$ cat config.mk
export PLATFORM = sky130hd
export DESIGN_NAME = lsu_handshake_flat
export DESIGN_NICKNAME = d
export VERILOG_FILES = /design/src/rtl/lsu_handshake_if.sv /design/src/rtl/lsu_handshake.sv /design/src/flat_wrapper.sv
export SDC_FILE = /design/constraint.sdc
export NUM_CORES = 1
export LEC_CHECK = 0
export ABC_AREA = 1
export BUFFER_PORTS_ARGS = -buffer_cell sky130_fd_sc_hd__buf_2
export CAP_MARGIN = 20
export CORE_ASPECT_RATIO = 1.75
export CORE_MARGIN = 2
export CORE_UTILIZATION = 51
export CTS_BUF_LIST = sky130_fd_sc_hd__clkbuf_16
export DETAILED_ROUTE_END_ITERATION = 12
export GPL_TIMING_DRIVEN = 0
export HOLD_SLACK_MARGIN = 0.12
export PLACE_DENSITY = 0.83
export SETUP_SLACK_MARGIN = 0.4
export SYNTH_ARGS = -nofsm -noshare
export SYNTH_HDL_FRONTEND = slang
export SYNTH_SLANG_ARGS = --single-unit
$ cat constraint.sdc
create_clock -name clk -period 2.1 [get_ports clk]
set_input_delay 0.315 -clock clk [delete_from_list [all_inputs] [get_ports clk]]
set_output_delay 0.315 -clock clk [all_outputs]
set_load 0.02 [all_outputs]
$ cat src/rtl/lsu_handshake_if.sv
// Handshake bundle between exu, the memory-access stage, data memory and wbu.
interface lsu_handshake_if #(
  parameter int unsigned DATA_WIDTH = 32,
  parameter int unsigned ADDR_WIDTH = 5
);
  logic                    in_valid;
  logic                    in_ready;
  logic                    e_regW;
  logic [ADDR_WIDTH-1:0]   e_regAddr;
  logic [DATA_WIDTH-1:0]   e_regData;
  logic [2:0]              e_load_inst;
  logic [3:0]              e_store_mask;
  logic [DATA_WIDTH-1:0]   e_store_data;

  logic                    mem_req_valid;
  logic                    mem_req_ready;
  logic [DATA_WIDTH-1:0]   mem_req_addr;
  logic                    mem_req_wen;
  logic [3:0]              mem_req_wstrb;
  logic [DATA_WIDTH-1:0]   mem_req_wdata;
  logic                    mem_resp_valid;
  logic [DATA_WIDTH-1:0]   mem_resp_rdata;

  logic                    out_valid;
  logic                    out_ready;
  logic                    m_regW;
  logic [ADDR_WIDTH-1:0]   m_regAddr;
  logic [DATA_WIDTH-1:0]   m_regData;
  logic                    misalign;

  // The stage side.
  modport slave (
    input  in_valid, e_regW, e_regAddr, e_regData, e_load_inst, e_store_mask, e_store_data,
    input  mem_req_ready, mem_resp_valid, mem_resp_rdata, out_ready,
    output in_ready, mem_req_valid, mem_req_addr, mem_req_wen, mem_req_wstrb, mem_req_wdata,
    output out_valid, m_regW, m_regAddr, m_regData, misalign
  );

  // The environment side (exu, memory and wbu together).
  modport master (
    output in_valid, e_regW, e_regAddr, e_regData, e_load_inst, e_store_mask, e_store_data,
    output mem_req_ready, mem_resp_valid, mem_resp_rdata, out_ready,
    input  in_ready, mem_req_valid, mem_req_addr, mem_req_wen, mem_req_wstrb, mem_req_wdata,
    input  out_valid, m_regW, m_regAddr, m_regData, misalign
  );
endinterface

$ cat src/rtl/lsu_handshake.sv
// Memory-access pipeline stage: pass-through, load or store over a req/resp data-memory port.
// One operation in flight; all outputs come straight from registers.
module lsu_handshake #(
  parameter int unsigned DATA_WIDTH = 32,
  parameter int unsigned ADDR_WIDTH = 5
) (
  input  logic           clk,
  input  logic           rst,
  lsu_handshake_if.slave bus
);

  typedef enum logic [1:0] {S_IDLE, S_REQ, S_WAIT, S_DONE} state_t;

  state_t                  state_q, state_d;
  logic                    in_ready_q, in_ready_d;
  logic                    req_valid_q, req_valid_d;
  logic [DATA_WIDTH-1:0]   req_addr_q, req_addr_d;
  logic                    req_wen_q, req_wen_d;
  logic [3:0]              req_wstrb_q, req_wstrb_d;
  logic [DATA_WIDTH-1:0]   req_wdata_q, req_wdata_d;
  logic                    out_valid_q, out_valid_d;
  logic                    regw_q, regw_d;
  logic [ADDR_WIDTH-1:0]   regaddr_q, regaddr_d;
  logic [DATA_WIDTH-1:0]   regdata_q, regdata_d;
  logic                    misalign_q, misalign_d;
  logic [2:0]              ld_q, ld_d;
  logic [1:0]              off_q, off_d;

  logic [1:0] off;
  logic       is_load;
  logic       is_store;
  logic       misal;

  // Byte/half/word select from the read word, then sign or zero extension.
  function automatic logic [DATA_WIDTH-1:0] load_extend(input logic [2:0] ld,
                                                        input logic [1:0] ofs,
                                                        input logic [DATA_WIDTH-1:0] word);
    logic [DATA_WIDTH-1:0] sh;
    sh = word >> {ofs, 3'b000};
    case (ld)
      3'd1:    load_extend = {{(DATA_WIDTH-8){sh[7]}}, sh[7:0]};
      3'd2:    load_extend = {{(DATA_WIDTH-8){1'b0}}, sh[7:0]};
      3'd3:    load_extend = {{(DATA_WIDTH-16){sh[15]}}, sh[15:0]};
      3'd4:    load_extend = {{(DATA_WIDTH-16){1'b0}}, sh[15:0]};
      default: load_extend = sh;
    endcase
  endfunction

  // Decode of the operation presented by exu; a load wins over a store.
  always_comb begin
    off      = bus.e_regData[1:0];
    is_load  = (bus.e_load_inst != 3'd0) && (bus.e_load_inst < 3'd6);
    is_store = !is_load && (bus.e_store_mask != 4'd0);
    misal    = 1'b0;
    if (is_load) begin
      if (bus.e_load_inst == 3'd3 || bus.e_load_inst == 3'd4) misal = off[0];
      else if (bus.e_load_inst == 3'd5)                       misal = (off != 2'd0);
    end else if (is_store) begin
      if (bus.e_store_mask[3])      misal = (off != 2'd0);
      else if (bus.e_store_mask[1]) misal = off[0];
    end
  end

  always_comb begin
    state_d     = state_q;
    in_ready_d  = in_ready_q;
    req_valid_d = req_valid_q;
    req_addr_d  = req_addr_q;
    req_wen_d   = req_wen_q;
    req_wstrb_d = req_wstrb_q;
    req_wdata_d = req_wdata_q;
    out_valid_d = out_valid_q;
    regw_d      = regw_q;
    regaddr_d   = regaddr_q;
    regdata_d   = regdata_q;
    misalign_d  = misalign_q;
    ld_d        = ld_q;
    off_d       = off_q;

    case (state_q)
      S_IDLE: begin
        in_ready_d = 1'b1;
        if (bus.in_valid && in_ready_q) begin
          in_ready_d = 1'b0;
          regaddr_d  = bus.e_regAddr;
          ld_d       = is_load ? bus.e_load_inst : 3'd0;
          off_d      = off;
          misalign_d = 1'b0;
          if (misal) begin
            state_d     = S_DONE;
            out_valid_d = 1'b1;
            misalign_d  = 1'b1;
            regw_d      = 1'b0;
            regdata_d   = bus.e_regData;
          end else if (is_load || is_store) begin
            state_d     = S_REQ;
            req_valid_d = 1'b1;
            req_addr_d  = {bus.e_regData[DATA_WIDTH-1:2], 2'b00};
            req_wen_d   = is_store;
            req_wstrb_d = is_store ? 4'(bus.e_store_mask << off) : 4'd0;
            req_wdata_d = is_store ? DATA_WIDTH'(bus.e_store_data << {off, 3'b000})
                                   : '0;
            regw_d      = bus.e_regW & is_load;
            regdata_d   = '0;
          end else begin
            state_d     = S_DONE;
            out_valid_d = 1'b1;
            regw_d      = bus.e_regW;
            regdata_d   = bus.e_regData;
          end
        end
      end
      S_REQ: begin
        if (bus.mem_req_ready) begin
          state_d     = S_WAIT;
          req_valid_d = 1'b0;
        end
      end
      S_WAIT: begin
        if (bus.mem_resp_valid) begin
          state_d     = S_DONE;
          out_valid_d = 1'b1;
          if (ld_q != 3'd0) regdata_d = load_extend(ld_q, off_q, bus.mem_resp_rdata);
        end
      end
      S_DONE: begin
        if (bus.out_ready) begin
          state_d     = S_IDLE;
          out_valid_d = 1'b0;
          in_ready_d  = 1'b1;
        end
      end
      default: state_d = S_IDLE;
    endcase
  end

  always_ff @(posedge clk or negedge rst) begin
    if (!rst) begin
      state_q     <= S_IDLE;
      in_ready_q  <= 1'b0;
      req_valid_q <= 1'b0;
      req_addr_q  <= '0;
      req_wen_q   <= 1'b0;
      req_wstrb_q <= 4'd0;
      req_wdata_q <= '0;
      out_valid_q <= 1'b0;
      regw_q      <= 1'b0;
      regaddr_q   <= '0;
      regdata_q   <= '0;
      misalign_q  <= 1'b0;
      ld_q        <= 3'd0;
      off_q       <= 2'd0;
    end else begin
      state_q     <= state_d;
      in_ready_q  <= in_ready_d;
      req_valid_q <= req_valid_d;
      req_addr_q  <= req_addr_d;
      req_wen_q   <= req_wen_d;
      req_wstrb_q <= req_wstrb_d;
      req_wdata_q <= req_wdata_d;
      out_valid_q <= out_valid_d;
      regw_q      <= regw_d;
      regaddr_q   <= regaddr_d;
      regdata_q   <= regdata_d;
      misalign_q  <= misalign_d;
      ld_q        <= ld_d;
      off_q       <= off_d;
    end
  end

  assign bus.in_ready      = in_ready_q;
  assign bus.mem_req_valid = req_valid_q;
  assign bus.mem_req_addr  = req_addr_q;
  assign bus.mem_req_wen   = req_wen_q;
  assign bus.mem_req_wstrb = req_wstrb_q;
  assign bus.mem_req_wdata = req_wdata_q;
  assign bus.out_valid     = out_valid_q;
  assign bus.m_regW        = regw_q;
  assign bus.m_regAddr     = regaddr_q;
  assign bus.m_regData     = regdata_q;
  assign bus.misalign      = misalign_q;

endmodule
$ cat src/flat_wrapper.sv
// flat-port wrapper written by rule: the top's interface ports become plain ports
module lsu_handshake_flat 
#(
  parameter int unsigned DATA_WIDTH = 32,
  parameter int unsigned ADDR_WIDTH = 5
)
  (clk, rst, bus_in_valid, bus_e_regW, bus_e_regAddr, bus_e_regData, bus_e_load_inst, bus_e_store_mask, bus_e_store_data, bus_mem_req_ready, bus_mem_resp_valid, bus_mem_resp_rdata, bus_out_ready, bus_in_ready, bus_mem_req_valid, bus_mem_req_addr, bus_mem_req_wen, bus_mem_req_wstrb, bus_mem_req_wdata, bus_out_valid, bus_m_regW, bus_m_regAddr, bus_m_regData, bus_misalign);
  lsu_handshake_if #(.DATA_WIDTH(DATA_WIDTH), .ADDR_WIDTH(ADDR_WIDTH)) bus_i ();
  input  logic clk;
  input  logic rst;
  input wire logic [$bits(bus_i.in_valid)-1:0] bus_in_valid;
  input wire logic [$bits(bus_i.e_regW)-1:0] bus_e_regW;
  input wire logic [$bits(bus_i.e_regAddr)-1:0] bus_e_regAddr;
  input wire logic [$bits(bus_i.e_regData)-1:0] bus_e_regData;
  input wire logic [$bits(bus_i.e_load_inst)-1:0] bus_e_load_inst;
  input wire logic [$bits(bus_i.e_store_mask)-1:0] bus_e_store_mask;
  input wire logic [$bits(bus_i.e_store_data)-1:0] bus_e_store_data;
  input wire logic [$bits(bus_i.mem_req_ready)-1:0] bus_mem_req_ready;
  input wire logic [$bits(bus_i.mem_resp_valid)-1:0] bus_mem_resp_valid;
  input wire logic [$bits(bus_i.mem_resp_rdata)-1:0] bus_mem_resp_rdata;
  input wire logic [$bits(bus_i.out_ready)-1:0] bus_out_ready;
  output wire logic [$bits(bus_i.in_ready)-1:0] bus_in_ready;
  output wire logic [$bits(bus_i.mem_req_valid)-1:0] bus_mem_req_valid;
  output wire logic [$bits(bus_i.mem_req_addr)-1:0] bus_mem_req_addr;
  output wire logic [$bits(bus_i.mem_req_wen)-1:0] bus_mem_req_wen;
  output wire logic [$bits(bus_i.mem_req_wstrb)-1:0] bus_mem_req_wstrb;
  output wire logic [$bits(bus_i.mem_req_wdata)-1:0] bus_mem_req_wdata;
  output wire logic [$bits(bus_i.out_valid)-1:0] bus_out_valid;
  output wire logic [$bits(bus_i.m_regW)-1:0] bus_m_regW;
  output wire logic [$bits(bus_i.m_regAddr)-1:0] bus_m_regAddr;
  output wire logic [$bits(bus_i.m_regData)-1:0] bus_m_regData;
  output wire logic [$bits(bus_i.misalign)-1:0] bus_misalign;
  assign bus_i.in_valid = bus_in_valid;
  assign bus_i.e_regW = bus_e_regW;
  assign bus_i.e_regAddr = bus_e_regAddr;
  assign bus_i.e_regData = bus_e_regData;
  assign bus_i.e_load_inst = bus_e_load_inst;
  assign bus_i.e_store_mask = bus_e_store_mask;
  assign bus_i.e_store_data = bus_e_store_data;
  assign bus_i.mem_req_ready = bus_mem_req_ready;
  assign bus_i.mem_resp_valid = bus_mem_resp_valid;
  assign bus_i.mem_resp_rdata = bus_mem_resp_rdata;
  assign bus_i.out_ready = bus_out_ready;
  assign bus_in_ready = bus_i.in_ready;
  assign bus_mem_req_valid = bus_i.mem_req_valid;
  assign bus_mem_req_addr = bus_i.mem_req_addr;
  assign bus_mem_req_wen = bus_i.mem_req_wen;
  assign bus_mem_req_wstrb = bus_i.mem_req_wstrb;
  assign bus_mem_req_wdata = bus_i.mem_req_wdata;
  assign bus_out_valid = bus_i.out_valid;
  assign bus_m_regW = bus_i.m_regW;
  assign bus_m_regAddr = bus_i.m_regAddr;
  assign bus_m_regData = bus_i.m_regData;
  assign bus_misalign = bus_i.misalign;
  lsu_handshake #(.DATA_WIDTH(DATA_WIDTH), .ADDR_WIDTH(ADDR_WIDTH)) u_core (.clk(clk), .rst(rst), .bus(bus_i));
endmodule
==> results.txt <==
----------------------------------------------------
[Synthesis]
  Average cell area after synthesis ... 6.66 um2
  Synthesis warning total ... 0
  Portion of the post-synthesis area used by sequential elements ... 43.1%
  Synth Register Bits ... 116
  EDFF count, synth ... 0
  Post-synth ARST share ... 100%
  Netlist Area Pre-Place ... 0.00673 mm2
  Main flop type after synthesis ... dfrtp_1
  Share of the synthesized area in the top cell type ... 43.1%
  Synth unique cells ... 30
  Main area contributors after synthesis ... dfrtp_1, nand2_1, nand3_1, nor2_1, inv_1
  Cell count after synthesis ... 1011
  Largest area contributor in the netlist ... dfrtp_1

[Floorplanning]
  Number of top-level pins ... 226
  Standard-cell row count ... 55
  Placeable core region ... 0.0129 mm2
  Die outline area ... 0.0142 mm2
  Die extent in y ... 156 um
  Die X ... 90.8 um
  Starting utilization of the core area ... 52.0%

[Routing]
  Routed length per instance ... 17.2 um
  Number of nets still failing antenna checks after routing ... 0
  Number of remaining DRC errors ... 0
  First-pass DRT Iterations ... 7
  Met2 wire len ... 13.9 mm
  Number of DRC violations after detailed-routing iteration 0 ... 576
  Via count ... 7860
  Routed met1 length ... 8.44 mm
  Uppermost signal routing layer after detailed routing ... met4
  Overall routed net length ... 25.4 mm
  Met3 wire length ... 1.49 mm
  Via-per-instance ratio ... 5.33

[Placed design]
  Placed insts ... 1407
  Post-DP Area ... 0.00811 mm2
  Buffers on Ports ... 223
  Dpl ws ... -241 ps
  Final weighted congestion in routability-driven placement ... 0.975
  Post-DP HPWL ... 18.5 mm

[Timing]
  Shortest period the worst path allows ... 1690 ps
  Final clock period utilization by the worst path ... 80.3%
  Final setup violating endpoints ... 0
  Total negative setup slack ... 0 ps
  Final Max Slew Viols ... 0
  Total count of hold-check failures in the final report ... 0
  Max-slew headroom ... 64.7%
  Worst-case clock skew ... 12.6 ps
  Final Worst Setup Slack ... 413 ps
  Unrepaired setup endpoints after global routing ... true
  Tightest Pin Transition ... 524 ps
  Maximum achievable frequency ... 593 MHz
  Final worst hold slack ... 120 ps

[Power and ir drop]
  Power consumption ... 15.0 mW
  Total power per unit cell area ... 1580 mW/mm2
  Worst IR Drop VDD ... 0.694 mV
  Leakage power summed over all cells ... 5.54 nW

[Worst setup path]
  Kind of end point of the critical path ... flop
  Slowest stage cell on the critical path ... dfrtp_1
  Cells traversed along the worst timing path ... inv_2, ha_4, inv_4, nor2_4, inv_2, nor2_4, inv_4, buf_12, clkbuf_16, nand2_1, nand2_1
  Buffers & Inverters on Critical Path ... 6
  Worst Path Required ... 2420 ps
  Crit Path Class ... flop to flop
  Crit path largest cell delay ... 380 ps
  CP Data Arrival Time ... 2000 ps
  Cell class contributing the biggest share of worst-path delay ... buffers and inverters
  Startpoint class of the critical path ... flop
  CP Max Fanout ... 6

[Global route]
  Initial antenna violation count ... 0
  Overall fraction of global-route tracks in use ... 35.2%
  Maximum number of pins on one net before global-route repair ... 66
  Total congestion overflow after global routing ... 0
  Via count of the first global-routing pass ... 7781
  First-pass GRT wire length ... 38.8 mm

[Final layout]
  Final Instance Area ... 0.00950 mm2
  Antenna cells ... 0
  Area delta synth->final ... 41.2%
  Fraction of layout instances using a drive strength above 1 ... 30.0%
  Number of nets in the layout ... 1412
  Utilization after layout ... 73.4%
  Post-route non-filler standard cell count ... 1476

[Clock network]
  # H-tree levels ... 4
  Clk buf depth ... 2
  TritonCTS clock tree ... built
  Clock Pin Slew Worst Setup and Hold Paths ... 60 ps
  Later-pin clock latency in the skew report ... 430 ps
  Root Driver ... clkbuf_16
  # clock sinks ... 116
  Total CTS buffers ... 17

[Outcome]
  Run status ... complete, no violations

[Worst hold path]
  Worst Hold Class ... input pin to flop

[Job]
  Max Cap Violations ... 0

----------------------------------------------------
[cells in the final DEF, fill, tap and decap left out, types with 11 or more instances in the layout]
master	n
a21oi_1	36
a21oi_2	13
a22oi_1	11
buf_2	232
buf_4	22
buf_6	12
clkbuf_1	12
clkbuf_16	19
dfrtp_1	116
dlygate4sd3_1	16
inv_1	64
nand2_1	446
nand2_2	15
nand3_1	79
nor2_1	81
nor3_1	16
o21ai_0	16
[cells in the mapped netlist (6+ instances only)]
master,number
buf_2,24
dfrtp_1,116
nand2_1,465
inv_1,70
a21oi_1,51
nor3_1,18
nor2_1,86
nand3_1,85
clkbuf_1,26
a22oi_1,11
buf_1,6
o21ai_0,17
[registers in the layout, summed over array words and instances, names as in the netlist]
signal,flops
u_core.bus.mem_req_wen,1
u_core.bus.mem_req_wstrb,4
u_core.bus.m_regAddr,5
u_core.bus.m_regData,32
u_core.bus.misalign,1
u_core.ld_q,3
u_core.bus.in_ready,1
u_core.bus.mem_req_addr,30
u_core.bus.mem_req_valid,1
u_core.off_q,2
u_core.bus.mem_req_wdata,32
u_core.bus.out_valid,1
u_core.state_q,2
u_core.bus.m_regW,1
[path summary, 6_finish.rpt]
| kind | startpoint | endpoint | slack, ps | depth (start not counted) |
|---|---|---|---|---|
| worst max-delay path | u_core.state_q[0]$_DFFE_PN0P_ | u_core.bus.mem_req_wdata[28]$_DFFE_PN0P_ | 410 | 11 |
| worst min-delay path | bus_e_regData[26] | u_core.bus.mem_req_addr[26]$_DFFE_PN0P_ | 120 | 3 |
| worst max register to register | u_core.state_q[0]$_DFFE_PN0P_ | u_core.bus.mem_req_wdata[28]$_DFFE_PN0P_ | 410 | 11 |
| worst min register to register | u_core.bus.mem_req_addr[20]$_DFFE_PN0P_ | u_core.bus.mem_req_addr[20]$_DFFE_PN0P_ | 460 | 2 |
| max in group asynchronous | rst | u_core.bus.m_regData[16]$_DFFE_PN0P_ | 970 | 3 |
| min in group asynchronous | rst | u_core.bus.m_regAddr[0]$_DFFE_PN0P_ | 410 | 2 |
[cell families after synthesis]
kind of cell    count (synthesis)  synth area share [%]
flops                         116                  43.1
simple gates                  662                  39.5
other cells                     1                0.0557
fa+ha+maj                       5                 0.930
buf+inv                       137                  8.64
compound gates                 85                  6.99
mux                             5                 0.744
[power breakdown]
group | switching [mW] | leakage, nW | internal (mW)
sequential | 0.556 | 1.49 | 3.18
clock | 1.17 | 0.292 | 1.87
combinational | 5.31 | 3.75 | 2.89
total | 7.03 | 5.54 | 7.95
[area by class of cell]
cell class,count,area [um2]
fillers,1106,3440
clock inverters,15,179
plain buffers,62,447
inverters,75,297
repair buffers,261,1520
multi-input cells,759,3510
flip-flops and latches,116,2900
well taps,171,214
clock buffers,17,425
[layer usage]
| layer | track usage [%] | vias to the layer above |
|---|---|---|
| met5 | 0 | - |
| met4 | 22.4 | 0 |
| met3 | 5.65 | 116 |
| met2 | 67.2 | 421 |
| met1 | 34.7 | 3603 |
| li1 | - | 3720 |
[repair_timing]
item / in CTS / in global routing
hold buffers: 16 / 0
endpoints found under the setup margin: 108 / 106
hold endpoints to repair: 66 / 0
setup buffers: 13 / 6
pin swaps: 5 / 10
cloned: 0 / 2
gates resized for setup: 59 / 88
[tightest hold or removal path: stages]
cell and delay (ps):
buf_2 90, nand2_1 50, nand2_1 60
Power figures use the tool's default switching activity.
